--- config.mk ---
export PLATFORM = sky130hd
export DESIGN_NAME = load_ab_dbuf
export DESIGN_NICKNAME = d
export VERILOG_FILES = /design/src/rtl/load_ab_dbuf.sv
export SDC_FILE = /design/constraint.sdc
export NUM_CORES = 1
export LEC_CHECK = 0
export ABC_CLOCK_PERIOD_IN_PS = 7300
export CORE_MARGIN = 2
export CORE_UTILIZATION = 54
export DETAILED_ROUTE_END_ITERATION = 10
export GPL_TIMING_DRIVEN = 0
export PLACE_DENSITY = 0.84
export SLEW_MARGIN = 20
export SYNTH_ARGS = -nofsm -noshare
export SYNTH_HDL_FRONTEND = slang
export SYNTH_SLANG_ARGS = --single-unit
export TNS_END_PERCENT = 1
--- constraint.sdc ---
create_clock -name clk -period 7.3 [get_ports clk]
set_clock_uncertainty 0.15 [all_clocks]
set_input_delay 1.095 -clock clk [delete_from_list [all_inputs] [get_ports clk]]
set_output_delay 1.095 -clock clk [all_outputs]
set_load 0.03 [all_outputs]
--- src/rtl/load_ab_dbuf.sv ---
// load_ab_dbuf: double-buffered A/B operand loader for one PE.
//   A words arrive on a valid/ready stream; this PE keeps the A_PART words of
//   each tile whose slot (count_a upper bits) matches PID, in one of two banks.
//   Each B word is paired in turn with every stored A word of the current bank.
//   After B_NUM B words the bank is released and reading moves to the other bank.
// Ports:
//   clk, rst (sync, active-low)
//   a_data_in/a_valid_in/a_ready_out : A stream
//   b_data_in/b_valid_in/b_ready_out : B stream
//   data_a_out/data_b_out/valid_ab_out : operand pair, RD_DELAY after issue
//   tile_done_out : pulse with the last pair of a tile
module load_ab_dbuf #(
  parameter int D_WIDTH      = 64,
  parameter int A_NUM_WIDTH  = 3,
  parameter int A_PART_WIDTH = 1,
  parameter int B_NUM_WIDTH  = 2,
  parameter int PID          = 0,
  parameter int RD_DELAY     = 2
) (
  input  logic               clk,
  input  logic               rst,
  input  logic [D_WIDTH-1:0] a_data_in,
  input  logic               a_valid_in,
  output logic               a_ready_out,
  input  logic [D_WIDTH-1:0] b_data_in,
  input  logic               b_valid_in,
  output logic               b_ready_out,
  output logic [D_WIDTH-1:0] data_a_out,
  output logic [D_WIDTH-1:0] data_b_out,
  output logic               valid_ab_out,
  output logic               tile_done_out
);

  localparam int A_PART = 1 << A_PART_WIDTH;
  localparam int DEPTH  = 2 * A_PART;
  localparam logic [A_NUM_WIDTH-1:0] PID_V = A_NUM_WIDTH'(PID);

  typedef enum logic {IDLE, RUN} state_t;

  // A buffer, addressed {bank, index}; contents are not reset
  logic [D_WIDTH-1:0] abuf_q [DEPTH];

  logic [1:0]             full_q, full_d;
  logic                   load_bank_q, load_bank_d;
  logic                   read_bank_q, read_bank_d;
  logic [A_NUM_WIDTH-1:0] count_a_q, count_a_d;
  state_t                 state_q, state_d;
  logic [A_PART_WIDTH-1:0] idx_q, idx_d;
  logic [B_NUM_WIDTH-1:0] count_b_q, count_b_d;
  logic [D_WIDTH-1:0]     b_lat_q, b_lat_d;

  // read pipeline: stage 1 holds the synchronous buffer read, stage 2 the extra delay
  logic               v1_q, v1_d, t1_q, t1_d, v2_q, t2_q;
  logic [D_WIDTH-1:0] a1_q, a1_d, b1_q, b1_d, a2_q, b2_q;

  logic                    a_hs, a_wr, a_last;
  logic [A_PART_WIDTH:0]   a_waddr, issue_addr;
  logic                    issue, tile_last, clr_full;

  assign a_ready_out = !full_q[load_bank_q];

  always_comb begin
    a_hs        = a_valid_in && a_ready_out;
    a_wr        = a_hs && ((count_a_q >> A_PART_WIDTH) == PID_V);
    a_waddr     = {load_bank_q, count_a_q[A_PART_WIDTH-1:0]};
    a_last      = a_hs && (count_a_q == '1);
    count_a_d   = a_hs ? count_a_q + A_NUM_WIDTH'(1) : count_a_q;
    load_bank_d = load_bank_q ^ a_last;
  end

  always_comb begin
    state_d     = state_q;
    idx_d       = idx_q;
    count_b_d   = count_b_q;
    b_lat_d     = b_lat_q;
    read_bank_d = read_bank_q;
    b_ready_out = 1'b0;
    issue       = 1'b0;
    tile_last   = 1'b0;
    clr_full    = 1'b0;
    issue_addr  = {read_bank_q, idx_q};
    case (state_q)
      IDLE: begin
        if (full_q[read_bank_q] && b_valid_in) begin
          b_ready_out = 1'b1;
          b_lat_d     = b_data_in;
          idx_d       = '0;
          state_d     = RUN;
        end
      end
      RUN: begin
        issue = 1'b1;
        if (idx_q == '1) begin
          idx_d = '0;
          if (count_b_q != '1) begin
            count_b_d = count_b_q + B_NUM_WIDTH'(1);
            if (b_valid_in) begin
              b_ready_out = 1'b1;
              b_lat_d     = b_data_in;
            end else begin
              state_d = IDLE;
            end
          end else begin
            // last pair of the tile: release bank, chain into the other bank if ready
            tile_last   = 1'b1;
            clr_full    = 1'b1;
            read_bank_d = !read_bank_q;
            count_b_d   = '0;
            if (full_q[!read_bank_q] && b_valid_in) begin
              b_ready_out = 1'b1;
              b_lat_d     = b_data_in;
            end else begin
              state_d = IDLE;
            end
          end
        end else begin
          idx_d = idx_q + A_PART_WIDTH'(1);
        end
      end
      default: state_d = IDLE;
    endcase
  end

  // set and clear always target different banks, so both apply together
  always_comb begin
    full_d = full_q;
    if (clr_full) full_d[read_bank_q] = 1'b0;
    if (a_last)   full_d[load_bank_q] = 1'b1;
  end

  always_comb begin
    v1_d = issue;
    t1_d = tile_last;
    b1_d = b_lat_q;
    a1_d = abuf_q[issue_addr];
  end

  always_ff @(posedge clk) begin
    if (a_wr) abuf_q[a_waddr] <= a_data_in;
  end

  always_ff @(posedge clk) begin
    if (!rst) begin
      full_q      <= '0;
      load_bank_q <= 1'b0;
      read_bank_q <= 1'b0;
      count_a_q   <= '0;
      state_q     <= IDLE;
      idx_q       <= '0;
      count_b_q   <= '0;
      b_lat_q     <= '0;
      v1_q        <= 1'b0;
      t1_q        <= 1'b0;
      a1_q        <= '0;
      b1_q        <= '0;
      v2_q        <= 1'b0;
      t2_q        <= 1'b0;
      a2_q        <= '0;
      b2_q        <= '0;
    end else begin
      full_q      <= full_d;
      load_bank_q <= load_bank_d;
      read_bank_q <= read_bank_d;
      count_a_q   <= count_a_d;
      state_q     <= state_d;
      idx_q       <= idx_d;
      count_b_q   <= count_b_d;
      b_lat_q     <= b_lat_d;
      v1_q        <= v1_d;
      t1_q        <= t1_d;
      a1_q        <= a1_d;
      b1_q        <= b1_d;
      v2_q        <= v1_q;
      t2_q        <= t1_q;
      a2_q        <= a1_q;
      b2_q        <= b1_q;
    end
  end

  assign valid_ab_out  = (RD_DELAY == 1) ? v1_q : v2_q;
  assign tile_done_out = (RD_DELAY == 1) ? t1_q : t2_q;
  assign data_a_out    = (RD_DELAY == 1) ? a1_q : a2_q;
  assign data_b_out    = (RD_DELAY == 1) ? b1_q : b2_q;

endmodule

After elaboration in Yosys (flattened, before gate mapping). Memory sizes are Yosys's and may differ from the RTL's. A register that Yosys moved wholly into a read port is not among the register bits. Cells that the tools add are included.

Flip-flop bits (word level): 271. RAM bits: 256. Input port bits: 132. Output and inout port bits: 132. Memories: 1.

Memories: abuf_q (words 4, width 64, rd ports 1, clocked after memory_dff 1, write ports 1, RTL line 41) `logic [D_WIDTH-1:0] abuf_q [DEPTH];`.

$add $sub $neg: 3. $lt $le $gt $ge: 5. Equality and inequality tests: 6. Multiplexer cells: 36. Bitwise logic cells: 6. Reductions and logical operators: 14.

Operator list (number): $mux W64 (5); $pmux W64 S2 (1); $mux W1 (22); $logic_and A1 B1 Y1 (7); $lt A1 B2 Y1 const B (3); $mux W2 (3); $pmux W1 S2 (3); $ne A2 B2 Y1 const B (2); $reduce_and A4 Y1 (1); $add A3 B1 Y3 const B (1); $eq A3 B3 Y1 const B (1); $logic_not A1 Y1 (3); $logic_not A3 Y1 (1); $ne A3 B1 Y1 const B (1); $ne A3 B3 Y1 const B (1); $reduce_and A3 Y1 (1); $add A2 B1 Y2 const B (1); $and A2 B2 Y2 (1); $demux W1 S1 (2); $ge A1 B1 Y1 const B (2); $ne A2 B1 Y1 const B (1); $not A1 Y1 (2); $not A2 Y2 (1); $or A2 B2 Y2 (1); other kinds (3) (3).

Longest topological paths before layout. Gate-level depths: netlist of run 1.

Word-level depth: 9. Gate-level depth with buffers: 7. Mapped depth without buffers: 5.

Worst setup path after synthesis of run 1. Ideal clock, no wire load.

Kind: input-to-reg. Start point: input port a_valid_in. End point: memory abuf_q[2][0], enable pin. Library setup time: 565 ps. Data arrival time: 5697 ps. Required time: 6585 ps. Path slack: 888 ps. Stages: 3. Path buffers: 0. Cell sequence: nor2b_1 > nand3b_1 > nor3_1.

Cells in the longest elaborated chain, start to end: 4.

Ends and longest elaborated chain: start: declaration (RTL line 23) `input logic a_valid_in,`; $logic_and A1 B1 Y1 (RTL line 63) `a_hs = a_valid_in && a_ready_out;`; $logic_and A1 B1 Y1 (RTL line 64) `a_wr = a_hs && ((count_a_q >> A_PART_WIDTH) == PID_V);`; $mux W1 (RTL line 139) `if (a_wr) abuf_q[a_waddr] <= a_data_in;`; $mux W1 (not written as such) (RTL line 139); end: declaration (RTL line 41).

Every way passes these cells.

Final worst setup path of run 1.
Start point: input port b_valid_in. End point: output port b_ready_out.

Cells in the longest elaborated chain, start to end: 5. Elaborated cells on any way between the ends: 8. Classes of those cells: mux (6); reduce/logical (2).

Ends and longest elaborated chain: start: declaration (RTL line 26) `input logic b_valid_in,`; $logic_and A1 B1 Y1 (RTL line 109) `if (full_q[!read_bank_q] && b_valid_in) begin`; $mux W1 (RTL line 109); $mux W1 (RTL line 95) `if (count_b_q != '1) begin`; $mux W1 (RTL line 93) `if (idx_q == '1) begin`; $pmux W1 S2 (*) (RTL line 82) `case (state_q)`; end: declaration (RTL line 27) `output logic b_ready_out,`.

Every way passes the cells marked *; elsewhere a longest branch is shown, timed or not.

==> results.py, run 1 <==
metrics = {
    "finish": {
        "final_common_cell": "dfxtp_1",
        "instances_no_fill": 2066,
        "fin_nets": 1699,
        "design_area_sq_um": 24500,
        "area_growth_pct": 28.4,
        "layout-drive-gt1-share_pct": 12.7,
        "fillers": 2233,
        "final_cell_mix": "335 x dfxtp_1, 262 x clkdlybuf4s50_1, 256 x edfxtp_1",
        "multi_input_area_sq_um": 4130,
        "register_area_sq_um": 14400,
    },
    "synth": {
        "yosys_warnings": 0,
        "syn_avg_cell_area_sq_um": 15.6,
        "ys_seq_area_share_pct": 75.5,
        "synth_nets": 1357,
        "synth.distinct_cells": 26,
        "synth_area_sq_um": 19100,
        "netlist_instances": 1222,
        "synth-seq-cells": 591,
    },
    "clock_tree": {
        "cts_resized": 0,
        "clock-root-buffer": "clkbuf_16",
        "cts_tree": "done",
        "clk_pin_slew_ns": 0.06,
        "cts_hold_buf": 0,
        "cts_setup_buffers": 0,
        "clk_latency_ns": 0.58,
        "cts_sinks": 591,
        "clockBufferDepth": 3,
        "cts_htree_levels": 2,
        "numCtsBuffers": 55,
    },
    "global_route": {
        "use_met2_pct": 39.3,
        "busiest_layer": "met2",
        "grt_pass1_vias": 10900,
        "grt_max_degree": 23,
        "grt_use_met3_pct": 5.85,
        "antenna_found_initial": 6,
        "gr-usage-all-layers_pct": 22.1,
        "grt_pass1_wl_microns": 60200,
        "grt_util_met1_pct": 26.1,
        "overflow": 0,
    },
    "detailed_routing": {
        "ant_nets": 0,
        "post_drt_wl_per_cell_microns": 19.2,
        "first_iter_violations": 473,
        "vias_per_cell": 5.00,
        "firstDrtPassIters": 5,
        "drc": 0,
        "wirelength_microns": 39800,
        "num_vias": 10300,
    },
    "timing": {
        "tightestPinTransition_ns": 0.821,
        "rsz0062_at_grt": "false",
        "fin_crit_ns": 4.14,
        "slew_viol_final": 0,
        "maxSlewHeadroom_pct": 45.0,
        "fmax_ghz": 0.242,
        "finalHoldViolCount": 0,
        "post-route-period-util_pct": 56.7,
        "setup_viol": 0,
    },
    "die": {
        "die_x_microns": 192,
        "fp.coreArea_sq_um": 34600,
        "die_height_microns": 192,
        "initial_utilization_pct": 55.1,
        "dieArea_sq_um": 36800,
        "io_pins": 264,
        "placementRows": 68,
    },
    "setup_path": {
        "slowest_delay_ns": 0.73,
        "ff2ff_path_depth": 6,
        "cp-end-kind": "output port",
        "rr_endpoint": "abuf_q[2][40]",
        "cp_num_buf_inv": 3,
        "r2r-start": "count_a_q[2]",
        "critPathTopFamily": "buffers and inverters",
        "rrSetupSlack_ns": 4.78,
        "cpMostUsedCell": "clkdlybuf4s50_1",
        "start_kind": "input pin",
        "path_cells": "clkdlybuf4s50_1 > and3_1 > o2bb2ai_2 > buf_4 > clkdlybuf4s50_1",
        "crit_fanout": 10,
        "slowest_stage": "clkdlybuf4s50_1",
        "arrival_ns": 2.89,
        "cp.required_ns": 6.05,
        "timing_worst_setup_path_type": "input pin to output port",
    },
    "hold_path": {
        "min_from": "b1_q[23]",
        "hold_path_class": "flip-flop to flip-flop",
        "min_to": "data_b_out[23]",
        "min_path_cells": 1,
    },
    "placed_design": {
        "port_buffers": 262,
        "placed_area_sq_um": 22600,
        "gp_congestion": 0.832,
        "dpl.hpwl_microns": 26900,
        "dp.cells": 1962,
    },
    "power": {
        "p_per_area_nw_per_um2": 280,
        "irDropWorstVdd_mv": 0.229,
        "total_power_mw": 6.84,
        "p_leak_nw": 9.28,
    },
    "run_status": {
        "status": "complete, no violations",
    },
    "job": {
        "cap_violations": 0,
    },
}
-- registers in the layout, indices dropped and copies added (netlist names) --
signal	count
tile_done_out	1
b1_q	64
full_q	2
t1_q	1
read_bank_q	1
data_a_out	64
idx_q	1
abuf_q	256
b1_d	64
state_q	1
load_bank_q	1
v1_q	1
count_a_q	3
a1_q	64
valid_ab_out	1
count_b_q	2
data_b_out	64
-- cell families (layout without fill, tap and decap cells) --
group | after synthesis | count (layout) | synth area share, %
buf+inv | 125 | 512 | 2.97
compound gates | 11 | 11 | 0.348
xor+xnor | 2 | 2 | 0.0919
flops | 591 | 591 | 75.5
mux | 132 | 132 | 11.2
fa+ha+maj | 3 | 3 | 0.197
simple gates | 358 | 358 | 9.74
other cells | 0 | 2 | 0
-- Yosys cell counts, drive strengths merged --
library cell / instances / share of area [%]
inv: 65 / 1.3
nor3: 5 / 0.13
clkbuf: 36 / 0.71
edfxtp: 256 / 40
o2bb2ai: 1 / 0.079
nand2b: 1 / 0.033
nand2: 140 / 2.8
nand3: 4 / 0.11
mux2: 1 / 0.079
dfxtp: 335 / 35
nor2: 9 / 0.18
ha: 3 / 0.20
and3: 1 / 0.033
a31oi: 1 / 0.033
o21ai: 1 / 0.026
nand3b: 1 / 0.039
mux4: 64 / 7.6
xor2: 2 / 0.092
and2: 196 / 6.4
nor2b: 1 / 0.033
mux2i: 67 / 3.5
a21oi: 8 / 0.21
buf: 24 / 0.98
-- final cells by class --
| cell class | count | share of cell area (%) |
|---|---|---|
| Clock inverter | 18 | 0.910 |
| Tap cell | 455 | 2.33 |
| Multi-Input combinational cell | 506 | 16.9 |
| Buffer | 60 | 1.32 |
| Inverter | 65 | 0.997 |
| Timing Repair Buffer | 285 | 11.8 |
| Clock buffer | 84 | 6.95 |
| Sequential cell | 591 | 58.8 |
| Antenna cell | 2 | 0.0204 |
-- where the power goes --
group / total [mW] / switching (mW) / internal, mW
combinational: 0.318 / 0.163 / 0.155
sequential: 3.57 / 0.0230 / 3.54
clock: 2.96 / 1.18 / 1.78
total: 6.84 / 1.37 / 5.48
-- metrics by stage --
step | util [%] | hold WS, ns | setup WS (ns) | setup TNS [ns]
final | 70.7 | 0.278 | 3.16 | 0
after global routing | 70.7 | 0.288 | 3.10 | 0
after CTS | 70.7 | 0.281 | 3.17 | 0
after detailed placement | 65.1 | 0.266 | 3.17 | 0
after global placement | 64.3 | 0.260 | -3.48 | -483.22
after floorplan | - | 0.254 | 0.888 | 0
-- metal layers --
| layer | vias to the layer above | wire length (microns) |
|---|---|---|
| li1 | 4865 | - |
| met1 | 5042 | 15600 |
| met2 | 353 | 20100 |
| met3 | 72 | 3150 |
| met4 | 8 | 888 |
| met5 | - | 51 |
-- worst max path at each step --
stage | start | endpoint | slack, ns | cells past startpoint
2_1_floorplan | a_valid_in | abuf_q[2][0] | 0.89 | 3
3_3_place_gp | a_valid_in | abuf_q[2][26] | -3.48 | 4
3_5_place_dp | b_valid_in | b_ready_out | 3.17 | 5
4_1_cts | b_valid_in | b_ready_out | 3.17 | 5
5_1_grt | b_valid_in | b_ready_out | 3.10 | 5
6_report | b_valid_in | b_ready_out | 3.16 | 5
Power figures use the tool's default switching activity.
==> inputs of run 2 (changes only) <==
Settings changed: ABC_CLOCK_PERIOD_IN_PS 7300 to 3750, CORE_UTILIZATION 54 to 49, PLACE_DENSITY 0.84 to 0.8.
Clock period 7.3 ns to 3.75 ns, I/O delays scaled along.
==> run 2 against run 1 <==
Count of clock-buffer cells in the layout decreased by 10. Final cell count grew 2.7%. Die area grew 10%. Worst setup slack worse by 2.6 ns. Power grew 95%. Clock power is 94% higher. Design area grew 0.40%. Global-route usage down 2.4 points. Via count shrank 0.55%. Routed wire length decreased by 1.1%. Sequential share of layout area is 0.24 points lower. First-iteration DRC count rose by 4.7%.
==> results.py, run 2 (synthesis results as in run 1) <==
metrics = {
    "job": {
        "cap_violations": 0,
    },
    "die": {
        "io_pins": 264,
        "dieArea_sq_um": 40500,
        "placementRows": 72,
        "initial_utilization_pct": 49.4,
        "die_height_microns": 201,
        "die_x_microns": 201,
        "fp.coreArea_sq_um": 38600,
    },
    "placed_design": {
        "port_buffers": 262,
        "dpl.hpwl_microns": 26700,
        "dp.cells": 2019,
        "gp_congestion": 0.834,
    },
    "clock_tree": {
        "clockBufferDepth": 3,
        "cts_setup_buffers": 0,
        "cts_htree_levels": 2,
        "clk_latency_ns": 0.59,
        "numCtsBuffers": 55,
        "cts_tree": "done",
        "clock-root-buffer": "clkbuf_16",
        "cts_resized": 0,
        "cts_sinks": 591,
        "cts_hold_buf": 0,
        "clk_pin_slew_ns": 0.06,
    },
    "detailed_routing": {
        "drc": 0,
        "post_drt_wl_per_cell_microns": 18.5,
        "num_vias": 10300,
        "ant_nets": 0,
        "firstDrtPassIters": 5,
        "first_iter_violations": 495,
        "wirelength_microns": 39300,
        "vias_per_cell": 4.85,
    },
    "power": {
        "p_per_area_nw_per_um2": 542,
        "irDropWorstVdd_mv": 0.431,
        "p_leak_nw": 9.24,
        "total_power_mw": 13.3,
    },
    "hold_path": {
        "min_from": "a1_q[33]",
        "min_path_cells": 1,
        "hold_path_class": "flip-flop to flip-flop",
    },
    "global_route": {
        "grt_max_degree": 22,
        "gr-usage-all-layers_pct": 19.7,
        "overflow": 0,
        "antenna_found_initial": 3,
        "grt_pass1_vias": 10800,
        "grt_pass1_wl_microns": 60900,
    },
    "setup_path": {
        "cp.required_ns": 3.04,
        "startpoint": "read_bank_q",
        "arrival_ns": 2.52,
        "ff2ff_path_depth": 5,
        "slowest_delay_ns": 0.73,
        "slowest_stage": "clkdlybuf4s50_1",
        "cp-end-kind": "output port",
        "crit_fanout": 10,
        "r2r-start": "count_a_q[2]",
        "timing_worst_setup_path_type": "flip-flop to output port",
        "path_cells": "buf_6 > mux2_4 > nand2_1 > o2bb2ai_2 > buf_4 > clkdlybuf4s50_1",
        "start_kind": "flip-flop",
    },
    "timing": {
        "setup_viol": 0,
        "slew_viol_final": 0,
        "fin_crit_ns": 3.23,
        "post-route-period-util_pct": 86.2,
        "rsz0062_at_grt": "false",
        "tightestPinTransition_ns": 0.786,
        "whs_ns": 0.274,
        "fmax_ghz": 0.309,
        "maxSlewHeadroom_pct": 47.4,
        "finalHoldViolCount": 0,
    },
    "finish": {
        "final_cell_mix": "335 x dfxtp_1, 262 x clkdlybuf4s50_1, 256 x edfxtp_1",
        "largest_reg_flops": 256,
        "area_growth_pct": 28.9,
        "final_util_pct": 63.7,
        "fin_nets": 1693,
        "final_common_cell": "dfxtp_1",
        "instances_no_fill": 2121,
        "top_register": "abuf_q",
        "layout-drive-gt1-share_pct": 12.1,
    },
    "run_status": {
        "status": "complete, no violations",
    },
}
run 2: cell count changes in the layout (fill, tap and decap cells not counted), sizes merged:
| cell | delta |
|---|---|
| bufinv | +2 |
| clkinv | +4 |
| clkbuf | -10 |
| diode | -1 |
| clkinvlp | +1 |
| inv | +2 |
| buf | -6 |
run 2: through the flow:
| step | setup slack (ns) | instance area, sq um | setup TNS, ns |
|---|---|---|---|
| global placement | -3.40 | 22300 | -688.73 |
| floorplan | -0.380 | 19100 | -45.12 |
| global route | 0.409 | 24600 | 0 |
| detailed placement | 0.563 | 22700 | 0 |
| CTS | 0.466 | 24600 | 0 |
| finish | 0.517 | 24600 | 0 |
run 2: final cells by class:
class	instances	area [sq um]
plain buffers	60	323
clock buffers	74	1560
repair buffers	279	2930
well taps	518	648
diodes	1	2.50
inverters	65	244
fillers	2746	14000
flip-flops and latches	591	14400
clock inverters	27	337
multi-input cells	506	4140
run 2: where the power goes:
| part | switching (mW) | internal, mW |
|---|---|---|
| Sequential | 0.0464 | 6.90 |
| Combinational | 0.317 | 0.308 |
| Clock | 2.34 | 3.41 |
run 2: layer usage:
metal | track usage [%] | wire length, microns | vias to the layer above
li1 | - | - | 4851
met1 | 23.8 | 16000 | 5025
met2 | 34.2 | 19300 | 331
met3 | 5.91 | 3040 | 72
met4 | 6.09 | 941 | 4
met5 | 0 | 27 | -
run 2: worst max-delay path: cells and delay by family (launching register included):
family	cells	cell delay, ns
AND/OR/NAND/NOR	1	0.07
multiplexers	1	0.19
buffers and inverters	3	1.12
flip-flops	1	0.31
AO/OA/AOI/OAI	1	0.24
run 2: final timing paths:
kind	end	slack (ns)
worst max-delay path	b_ready_out	0.52
worst min-delay path	data_a_out[33]	0.27
worst max register to register	abuf_q[2][3]	1.50
worst min register to register	data_a_out[33]	0.27
==> inputs of run 3 (changes only) <==
Settings changed: CELL_PAD_IN_SITES_DETAIL_PLACEMENT from default to 0, CELL_PAD_IN_SITES_GLOBAL_PLACEMENT from default to 2, CORE_UTILIZATION 49 to 35.
==> run 3 against run 2 <==
Largest power group unchanged. Count of clock-buffer cells in the layout down 1. Highest routed layer unchanged. Register-to-register slack worse by 0.05 ns. Final cell count grew 8.9%. Via count shrank 1.7%. Sequential share of layout area decreased by 0.75 points. Global-route usage decreased by 5.3 points. Clock power up 2%. Maximum frequency shrank 1.6%. Routed wire length up 2.8%.
==> results.py, run 3 (synthesis results as in run 1) <==
metrics = {
    "placed_design": {
        "gp_congestion": 0.760,
        "dpl.hpwl_microns": 28200,
        "dp.cells": 2199,
        "placed_area_sq_um": 22900,
        "port_buffers": 262,
    },
    "global_route": {
        "grt_pass1_wl_microns": 61400,
        "grt_max_degree": 22,
        "grt_pass1_vias": 10500,
        "gr-usage-all-layers_pct": 14.5,
        "overflow": 0,
        "antenna_found_initial": 10,
    },
    "clock_tree": {
        "cts_tree": "done",
        "cts_htree_levels": 2,
        "clk_pin_slew_ns": 0.06,
        "cts_resized": 0,
        "cts_hold_buf": 0,
        "clk_latency_ns": 0.60,
        "clockBufferDepth": 3,
        "clock-root-buffer": "clkbuf_16",
        "cts_setup_buffers": 0,
        "numCtsBuffers": 60,
        "cts_sinks": 591,
    },
    "job": {
        "cap_violations": 0,
    },
    "run_status": {
        "status": "complete, no violations",
    },
    "hold_path": {
        "hold_path_class": "flip-flop to flip-flop",
        "min_path_cells": 1,
        "min_from": "b1_q[5]",
        "min_to": "data_b_out[5]",
    },
    "finish": {
        "instances_no_fill": 2309,
        "top_register": "abuf_q",
        "design_area_sq_um": 24900,
        "final_cell_mix": "335 x dfxtp_1, 262 x clkdlybuf4s50_1, 256 x edfxtp_1",
        "register_area_sq_um": 14400,
        "final_common_cell": "dfxtp_1",
        "area_growth_pct": 30.6,
        "largest_reg_flops": 256,
        "layout-drive-gt1-share_pct": 12.6,
        "multi_input_area_sq_um": 4140,
        "fin_nets": 1700,
        "fillers": 4744,
    },
    "timing": {
        "fmax_ghz": 0.304,
        "slew_viol_final": 0,
        "maxSlewHeadroom_pct": 51.1,
        "tightestPinTransition_ns": 0.733,
        "rsz0062_at_grt": "false",
        "setup_viol": 0,
        "finalHoldViolCount": 0,
        "fin_crit_ns": 3.29,
        "whs_ns": 0.265,
        "post-route-period-util_pct": 87.6,
    },
    "die": {
        "die_height_microns": 237,
        "fp.coreArea_sq_um": 53800,
        "initial_utilization_pct": 35.4,
        "io_pins": 264,
        "placementRows": 85,
        "dieArea_sq_um": 56400,
        "die_x_microns": 237,
    },
    "setup_path": {
        "r2r-start": "count_a_q[2]",
        "start_kind": "flip-flop",
        "critPathTopFamily": "buffers and inverters",
        "cp-end-kind": "output port",
        "cp.required_ns": 3.04,
        "slowest_delay_ns": 0.70,
        "rr_endpoint": "abuf_q[2][1]",
        "ff2ff_path_depth": 6,
        "timing_worst_setup_path_type": "flip-flop to output port",
        "path_cells": "buf_6 > mux2_4 > nand2_1 > o2bb2ai_2 > buf_4 > clkdlybuf4s50_1",
        "cp_num_buf_inv": 3,
        "slowest_stage": "clkdlybuf4s50_1",
        "arrival_ns": 2.57,
        "crit_fanout": 10,
        "rrSetupSlack_ns": 1.45,
    },
    "power": {
        "p_leak_nw": 9.28,
        "p_per_area_nw_per_um2": 539,
        "total_power_mw": 13.4,
        "irDropWorstVdd_mv": 0.428,
    },
    "detailed_routing": {
        "vias_per_cell": 4.38,
        "ant_nets": 0,
        "first_iter_violations": 387,
        "num_vias": 10100,
        "drc": 0,
        "post_drt_wl_per_cell_microns": 17.5,
        "wirelength_microns": 40400,
        "firstDrtPassIters": 4,
    },
}
==> run 3: how the worst max path moves through the flow <==
| stage | slack, ns | endpoint | startpoint | cells after the start |
|---|---|---|---|---|
| final | 0.46 | b_ready_out | read_bank_q | 6 |
| after global routing | 0.38 | b_ready_out | read_bank_q | 6 |
| after CTS | 0.40 | b_ready_out | read_bank_q | 6 |
| after detailed placement | 0.54 | abuf_q[2][2] | a_valid_in | 7 |
| after global placement | -3.63 | abuf_q[1][46] | a_valid_in | 4 |
| after floorplan | -0.38 | abuf_q[1][0] | a_valid_in | 3 |
==> run 3: routing by layer <==
layer	part of all wire (%)	track usage, %	vias up
li1	-	-	4867
met1	43	18.2	4883
met2	47	24.1	263
met3	6.7	4.06	80
met4	2.2	4.76	14
met5	0.23	0	-
==> run 3: area by class of cell <==
cell class                      instances  area share [%]
Tap cell                              696            3.50
Clock buffer                           73            6.45
Buffer                                 60            1.30
Sequential cell                       591            57.8
Timing Repair Buffer                  281            11.9
Inverter                               65           0.980
Multi-Input combinational cell        506            16.6
Antenna cell                            2          0.0201
Clock inverter                         35            1.37
==> run 3: worst reg2reg max path: cells and delay by family, from the launching register on <==
family	cells	cell delay, ns
simple gates	3	0.96
buf+inv	3	0.56
flops	1	0.32
==> run 3: power breakdown <==
part	switching, mW	total (mW)	internal, mW
sequential	0.0421	6.94	6.90
combinational	0.313	0.620	0.307
clock	2.42	5.86	3.44
==> run 3: through the flow <==
stage	utilization, %	setup TNS, ns	setup WS (ns)
after floorplan	-	-45.12	-0.380
after global placement	41.9	-733.78	-3.63
after detailed placement	42.6	0	0.536
after CTS	46.3	0	0.404
after global routing	46.3	0	0.378
final	46.3	0	0.463
